--- src/rtl/reg_select_file.sv ---
// Sixteen-entry general register file with IR-field register selection and one-hot bus source selects.
// Also produces the sign-extended IR immediate and a sticky flag for illegal select combinations.
module reg_select_file #(
  parameter int IMM_W = 19
) (
  input  logic        clk,
  input  logic        clr,
  input  logic [31:0] IR,
  input  logic        Gra,
  input  logic        Grb,
  input  logic        Grc,
  input  logic        Rin,
  input  logic        Rout,
  input  logic        BAout,
  input  logic [31:0] BusMuxOut,
  output logic        R0out,
  output logic        R1out,
  output logic        R2out,
  output logic        R3out,
  output logic        R4out,
  output logic        R5out,
  output logic        R6out,
  output logic        R7out,
  output logic        R8out,
  output logic        R9out,
  output logic        R10out,
  output logic        R11out,
  output logic        R12out,
  output logic        R13out,
  output logic        R14out,
  output logic        R15out,
  output logic [31:0] BusMuxIn_R0,
  output logic [31:0] BusMuxIn_R1,
  output logic [31:0] BusMuxIn_R2,
  output logic [31:0] BusMuxIn_R3,
  output logic [31:0] BusMuxIn_R4,
  output logic [31:0] BusMuxIn_R5,
  output logic [31:0] BusMuxIn_R6,
  output logic [31:0] BusMuxIn_R7,
  output logic [31:0] BusMuxIn_R8,
  output logic [31:0] BusMuxIn_R9,
  output logic [31:0] BusMuxIn_R10,
  output logic [31:0] BusMuxIn_R11,
  output logic [31:0] BusMuxIn_R12,
  output logic [31:0] BusMuxIn_R13,
  output logic [31:0] BusMuxIn_R14,
  output logic [31:0] BusMuxIn_R15,
  output logic [31:0] C_sign_extended,
  output logic        sel_err
);

  logic [31:0] regs_reg [16];
  logic        sel_err_reg;
  logic        sel_err_next;
  logic [3:0]  sel_idx;
  logic        sel_valid;
  logic [15:0] decode;
  logic [15:0] rx_out;
  logic        multi_sel;
  logic        unused_ir_bits;

  assign unused_ir_bits = ^IR[31:27];

  // Gra wins over Grb, which wins over Grc
  always_comb begin
    sel_idx   = 4'd0;
    sel_valid = 1'b0;
    if (Gra) begin
      sel_idx   = IR[26:23];
      sel_valid = 1'b1;
    end else if (Grb) begin
      sel_idx   = IR[22:19];
      sel_valid = 1'b1;
    end else if (Grc) begin
      sel_idx   = IR[18:15];
      sel_valid = 1'b1;
    end
  end

  genvar gi;
  generate
    for (gi = 0; gi < 16; gi++) begin : g_decode
      assign decode[gi] = sel_valid && (sel_idx == 4'(gi));
      assign rx_out[gi] = decode[gi] && (Rout || BAout);
    end
  endgenerate

  always_ff @(posedge clk) begin
    for (int i = 0; i < 16; i++) begin
      if (clr) begin
        regs_reg[i] <= 32'h0;
      end else if (Rin && decode[i]) begin
        regs_reg[i] <= BusMuxOut;
      end
    end
  end

  assign multi_sel = (Gra && Grb) || (Gra && Grc) || (Grb && Grc);

  always_comb begin
    sel_err_next = sel_err_reg;
    if ((Rin || Rout || BAout) && (multi_sel || !sel_valid)) begin
      sel_err_next = 1'b1;
    end
    if (Rout && BAout) begin
      sel_err_next = 1'b1;
    end
  end

  always_ff @(posedge clk) begin
    if (clr) begin
      sel_err_reg <= 1'b0;
    end else begin
      sel_err_reg <= sel_err_next;
    end
  end

  assign sel_err         = sel_err_reg;
  assign C_sign_extended = {{(32 - IMM_W){IR[IMM_W-1]}}, IR[IMM_W-1:0]};

  assign R0out  = rx_out[0];
  assign R1out  = rx_out[1];
  assign R2out  = rx_out[2];
  assign R3out  = rx_out[3];
  assign R4out  = rx_out[4];
  assign R5out  = rx_out[5];
  assign R6out  = rx_out[6];
  assign R7out  = rx_out[7];
  assign R8out  = rx_out[8];
  assign R9out  = rx_out[9];
  assign R10out = rx_out[10];
  assign R11out = rx_out[11];
  assign R12out = rx_out[12];
  assign R13out = rx_out[13];
  assign R14out = rx_out[14];
  assign R15out = rx_out[15];

  // A base-address read of R0 yields zero without touching the stored value
  assign BusMuxIn_R0  = BAout ? 32'h0 : regs_reg[0];
  assign BusMuxIn_R1  = regs_reg[1];
  assign BusMuxIn_R2  = regs_reg[2];
  assign BusMuxIn_R3  = regs_reg[3];
  assign BusMuxIn_R4  = regs_reg[4];
  assign BusMuxIn_R5  = regs_reg[5];
  assign BusMuxIn_R6  = regs_reg[6];
  assign BusMuxIn_R7  = regs_reg[7];
  assign BusMuxIn_R8  = regs_reg[8];
  assign BusMuxIn_R9  = regs_reg[9];
  assign BusMuxIn_R10 = regs_reg[10];
  assign BusMuxIn_R11 = regs_reg[11];
  assign BusMuxIn_R12 = regs_reg[12];
  assign BusMuxIn_R13 = regs_reg[13];
  assign BusMuxIn_R14 = regs_reg[14];
  assign BusMuxIn_R15 = regs_reg[15];

endmodule
--- config.mk ---
export PLATFORM = sky130hd
export DESIGN_NAME = reg_select_file
export DESIGN_NICKNAME = d
export VERILOG_FILES = /design/src/rtl/reg_select_file.sv
export SDC_FILE = /design/constraint.sdc
export NUM_CORES = 1
export LEC_CHECK = 0
export ABC_AREA = 1
export BUFFER_PORTS_ARGS = -buffer_cell sky130_fd_sc_hd__buf_2
export CORE_AREA = 2 2 246 248
export DETAILED_ROUTE_END_ITERATION = 7
export DIE_AREA = 0 0 248 250
export GPL_TIMING_DRIVEN = 0
export PLACE_DENSITY_LB_ADDON = 0.05
export SETUP_SLACK_MARGIN = 0.2
export SYNTH_ARGS = -nofsm -noshare
export SYNTH_HDL_FRONTEND = slang
export SYNTH_SLANG_ARGS = --single-unit
--- constraint.sdc ---
create_clock -name clk -period 5.99 [get_ports clk]
set_input_delay 1.198 -clock clk [delete_from_list [all_inputs] [get_ports clk]]
set_output_delay 1.198 -clock clk [all_outputs]
set_load 0.01 [all_outputs]
-- Word-level counts from Yosys, hierarchy flattened
Memory sizes are Yosys's and may differ from the RTL's.
Cells that the tools add are included.
- bits in registers: 1
- latch bits: 0
- bits in writable memories: 512
- memory bits (read-only): 0
- input bits: 72
- output and inout bits: 561
- word-level logic and storage cells: 170
- memories: 1
- memory list (name ; depth ; bits a word ; rd ports ; clocked after memory_dff ; write ports ; RTL line ; text):
    regs_reg ; 16 ; 32 ; 16 ; 0 ; 16 ; 52 ; logic [31:0] regs_reg [16];
- $add $sub $neg: 0
- $mul: 0
- div/mod/pow operators: 0
- magnitude comparators: 0
- equal/unequal tests: 15
- shift operators: 0
- mux-type cells: 75
- bitwise operators: 16
- reductions and logical operators: 62
- operator list (cell ; number):
    two-way mux 32 bit ; 17
    two-way mux 1 bit ; 55
    logical AND 1 bit ; 53
    == test 4 bit (second input constant) ; 8
    == test 4 x 3 -> 1 bit (second input constant) ; 4
    OR 1 bit ; 16
    two-way mux 4 bit ; 3
    == test 4 x 2 -> 1 bit (second input constant) ; 2
    logical OR 1 bit ; 6
    == test 4 x 1 -> 1 bit (second input constant) ; 1
    zero test 4 bit ; 1
    nonzero test 2 bit ; 1
    zero test 1 bit ; 1

-- Logic depth before layout (Yosys ltp)
- depth after elaboration: 10
- gate-level depth with buffers: 10
- gate-level depth less buffers: 8

-- Worst setup path after synthesis
No wires, ideal clock.
- path kind: input to output
- from: in Gra
- to: out R0out
- arrival time: 2128 ps
- data required time: 4792 ps
- setup slack: 2664 ps
- stages on the path: 6
- buffers on the path: 1
- path through: buf_6 -> inv_4 -> or2_4 -> nand2_4 -> nand2_4 -> nor4_1
- cells in the longest elaborated chain, start to end: 4
- elaborated cells between the ends (all ways): 5
- those cells by class: mux (2); reduce/logical (3)
- RTL lines (item ; RTL line ; text):
    start, declared ; 9 ; input logic Gra,
    two-way mux 4 bit ; 68 ; if (Gra) begin
    zero test 4 bit ; 83 ; assign decode[gi] = sel_valid && (sel_idx == 4'(gi));
    logical AND 1 bit * ; 83 ;
    logical AND 1 bit * ; 84 ; assign rx_out[gi] = decode[gi] && (Rout || BAout);
    end, declared ; 16 ; output logic R0out,
Every way passes the cells marked *; elsewhere a longest branch is shown, timed or not.

-- Worst setup path after layout
- from: in BAout
- to: out R7out
- cells in the longest elaborated chain, start to end: 2
- RTL lines (item ; RTL line ; text):
    start, declared ; 14 ; input logic BAout,
    logical OR 1 bit ; 84 ;
    logical AND 1 bit ; 84 ;
    end, declared ; 23 ; output logic R7out,
Every way passes these cells.

==> impl_metrics.yaml <==
sta:
  hold_violations: 0
  final.setup.tns_ns: 0
  fin_crit_ns: 3.82
  holdWs_ns: 0.543
  drv_slew: 0
  finClkSkew_ns: 0
  max_freq_mhz: 262
  worstMarginPinSlew_ns: 1.35
  post-route-period-util_pct: 63.7
  setup_slack_ns: 2.17
  setup_violations: 0
  rsz0062_at_grt: "false"
  slew_headroom_pct: 9.95
routing:
  via_per_inst: 4.51
  firstDrtPassIters: 7
  vias: 14100
  drtAntennaViolNets: 0
  drc_errors: 0
  drt-total-wl_um: 73200
  drtIter0Drc: 923
  avgRoutedWirePerCell_um: 23.5
finish:
  largest_reg_flops: 512
  drive_gt1_share_pct: 48.0
  nets: 2363
  final_util_pct: 45.8
  final.fill_count: 5703
  synthToLayoutAreaGrowth_pct: 27.2
setup_path:
  crit_type: "primary input to output pin"
  r2r_slack_ns: 5.37
  crit_fanout: 10
  r2r_cells: 2
  worstSetupEndpointType: "output pin"
  r2r_end: "sel_err$_SDFFE_PP0P_"
  cp.arrival_ns: 2.62
  start_kind: "primary input"
  crit_required_ns: 4.79
  r2r_start: "sel_err$_SDFFE_PP0P_"
outcome:
  run_status: "finished, final reports clean"
clock_tree:
  numCtsBuffers: 57
  cts_hold_buf: 0
  clock_tree.buffer_depth: 3
  htree_levels: 2
  cts_setup_buffers: 0
  numClockSinks: 513
  cts_resized: 0
  cts-root-buf: "clkbuf_16"
  insertion_delay_ns: 0.61
  cts_tree: "done"
  clk_pin_slew_ns: 0.06
synthesis:
  syn_inst: 1621
  synth_xor_area_share_pct: 0
  synthFlopType: "edfxtp_1"
  ys_ff_latch: 513
  syn_area_per_cell_um2: 13.2
  synth_common_cells: "edfxtp_1, nor2_1, buf_4"
  yosysMostFrequentCell: "edfxtp_1"
  ys_warn_count: 0
  synth_simple_gate_area_share_pct: 14.6
  synth_area_leaders: "edfxtp_1, buf_4, nor2_1"
  synth_fa_ha_area_share_pct: 0
  synth_edf_count: 512
  synth_top_area_share_pct: 71.6
  yosysTopAreaCell: "edfxtp_1"
  synth-compound-area-share_pct: 0.181
  netlist_area_mm2: 0.0215
  ys_seq_area_share_pct: 71.7
  synth_top_family_by_area: "simple AND/OR/NAND/NOR gates"
  syn-num-nets: 1693
  synth_mux_area_share_pct: 0
  async_reset_ff_share_pct: 0
  synthDistinctLibCells: 25
grt:
  gr-total-overflow: 0
  grt_usage_pct: 23.2
  grt_max_degree: 33
  grt_pass1_wl_um: 101000
  grt_pass1_vias: 13900
  antenna_found_initial: 0
place:
  dp_slack_ns: 1.73
  dp_hpwl_um: 53000
  routabilityCongestion: 0.793
  io_buffers: 609
power:
  vdd_ir_drop_max_v: 0.000205
  p_per_area_mw_per_mm2: 312
  leakage_uw: 0.0117
hold_path:
  hold_path.class: "flop to flop"
  holdPathEnd: "sel_err$_SDFFE_PP0P_"
  hold_depth: 2
  hp-start: "sel_err$_SDFFE_PP0P_"
floorplan:
  die_w_um: 248
  coreArea_mm2: 0.0596
  start_util_pct: 36.0
  die_h_um: 250
  rows: 90
  ioPinCount: 633
  dieArea_mm2: 0.0620
job:
  cap_violations: 0
==> worst max-delay path by stage <==
stage	startpoint	endpoint	slack, ns	cells past startpoint
floorplan	Gra	R0out	2.66	6
global placement	clr	regs_reg[0][156]$_SDFFCE_PN0P_	1.91	5
detailed placement	clr	regs_reg[0][29]$_SDFFCE_PN0P_	1.73	5
CTS	BAout	R7out	2.14	5
global route	BAout	R6out	2.03	5
finish	BAout	R7out	2.17	5
==> placed cells by master (no fill, tap or decap) <==
master        n
a21oi_1       6
buf_12        1
buf_16        1
buf_2       618
buf_4       259
buf_6        43
bufinv_16     3
clkbuf_1     52
clkbuf_16    57
clkinv_1     18
clkinv_2      6
clkinv_4      2
clkinvlp_4    1
dfxtp_1       1
diode_2       1
edfxtp_1    512
inv_1        69
inv_16        1
inv_2         1
inv_4         1
inv_6         2
nand2_1      39
nand2_2      21
nand2_4      10
nand3_1      10
nand3_2       2
nand3_4      13
nand4_1       1
nor2_1      487
nor2_2       64
nor2_4       13
nor3_1       15
nor4_1        1
o32ai_1       1
or2_1         2
or2_4         2
==> critical path, stage by stage <==
cell and delay (ns):
clkbuf_1 0.22, nor2_1 0.46, clkbuf_1 0.44, nor3_1 0.13, buf_2 0.16
==> metal layers <==
layer	GRT usage, %	part of all wire, %	vias up
met5	0	0	-
met4	6.02	2.4	0
met3	5.70	7.4	96
met2	39.1	50	492
met1	29.7	41	7036
li1	-	-	6440
==> report_power, final <==
| group | switching, uW | total, uW | internal, uW |
|---|---|---|---|
| Combinational | 608 | 944 | 336 |
| Sequential | 66.0 | 4240 | 4180 |
| Clock | 1450 | 3320 | 1870 |
==> logic make-up after synthesis <==
kind of cell / count (synthesis)
AO/OA/AOI/OAI: 7
AND/OR/NAND/NOR: 680
buffers and inverters: 421
flip-flops: 513
==> area by class of cell <==
class | instances | area [um^2] | share of cell area [%]
clock buffers | 70 | 1480 | 5.40
repair buffers | 611 | 3100 | 11.3
multi-input cells | 687 | 3220 | 11.8
inverters | 71 | 269 | 0.985
well taps | 782 | 978 | 3.58
flip-flops and latches | 513 | 15400 | 56.4
plain buffers | 350 | 2620 | 9.60
diodes | 1 | 2.50 | 0.00916
clock inverters | 33 | 250 | 0.916
==> through the flow <==
step                      cells  power [uW]  instance area [um^2]
final                      3118        8510                 27300
after global routing       3117        8770                 27300
after CTS                  3117        8590                 27300
after detailed placement   3014        5280                 25600
after global placement     3012        5270                 25500
after floorplan            1621        4790                 21500
Power figures use the tool's default switching activity.
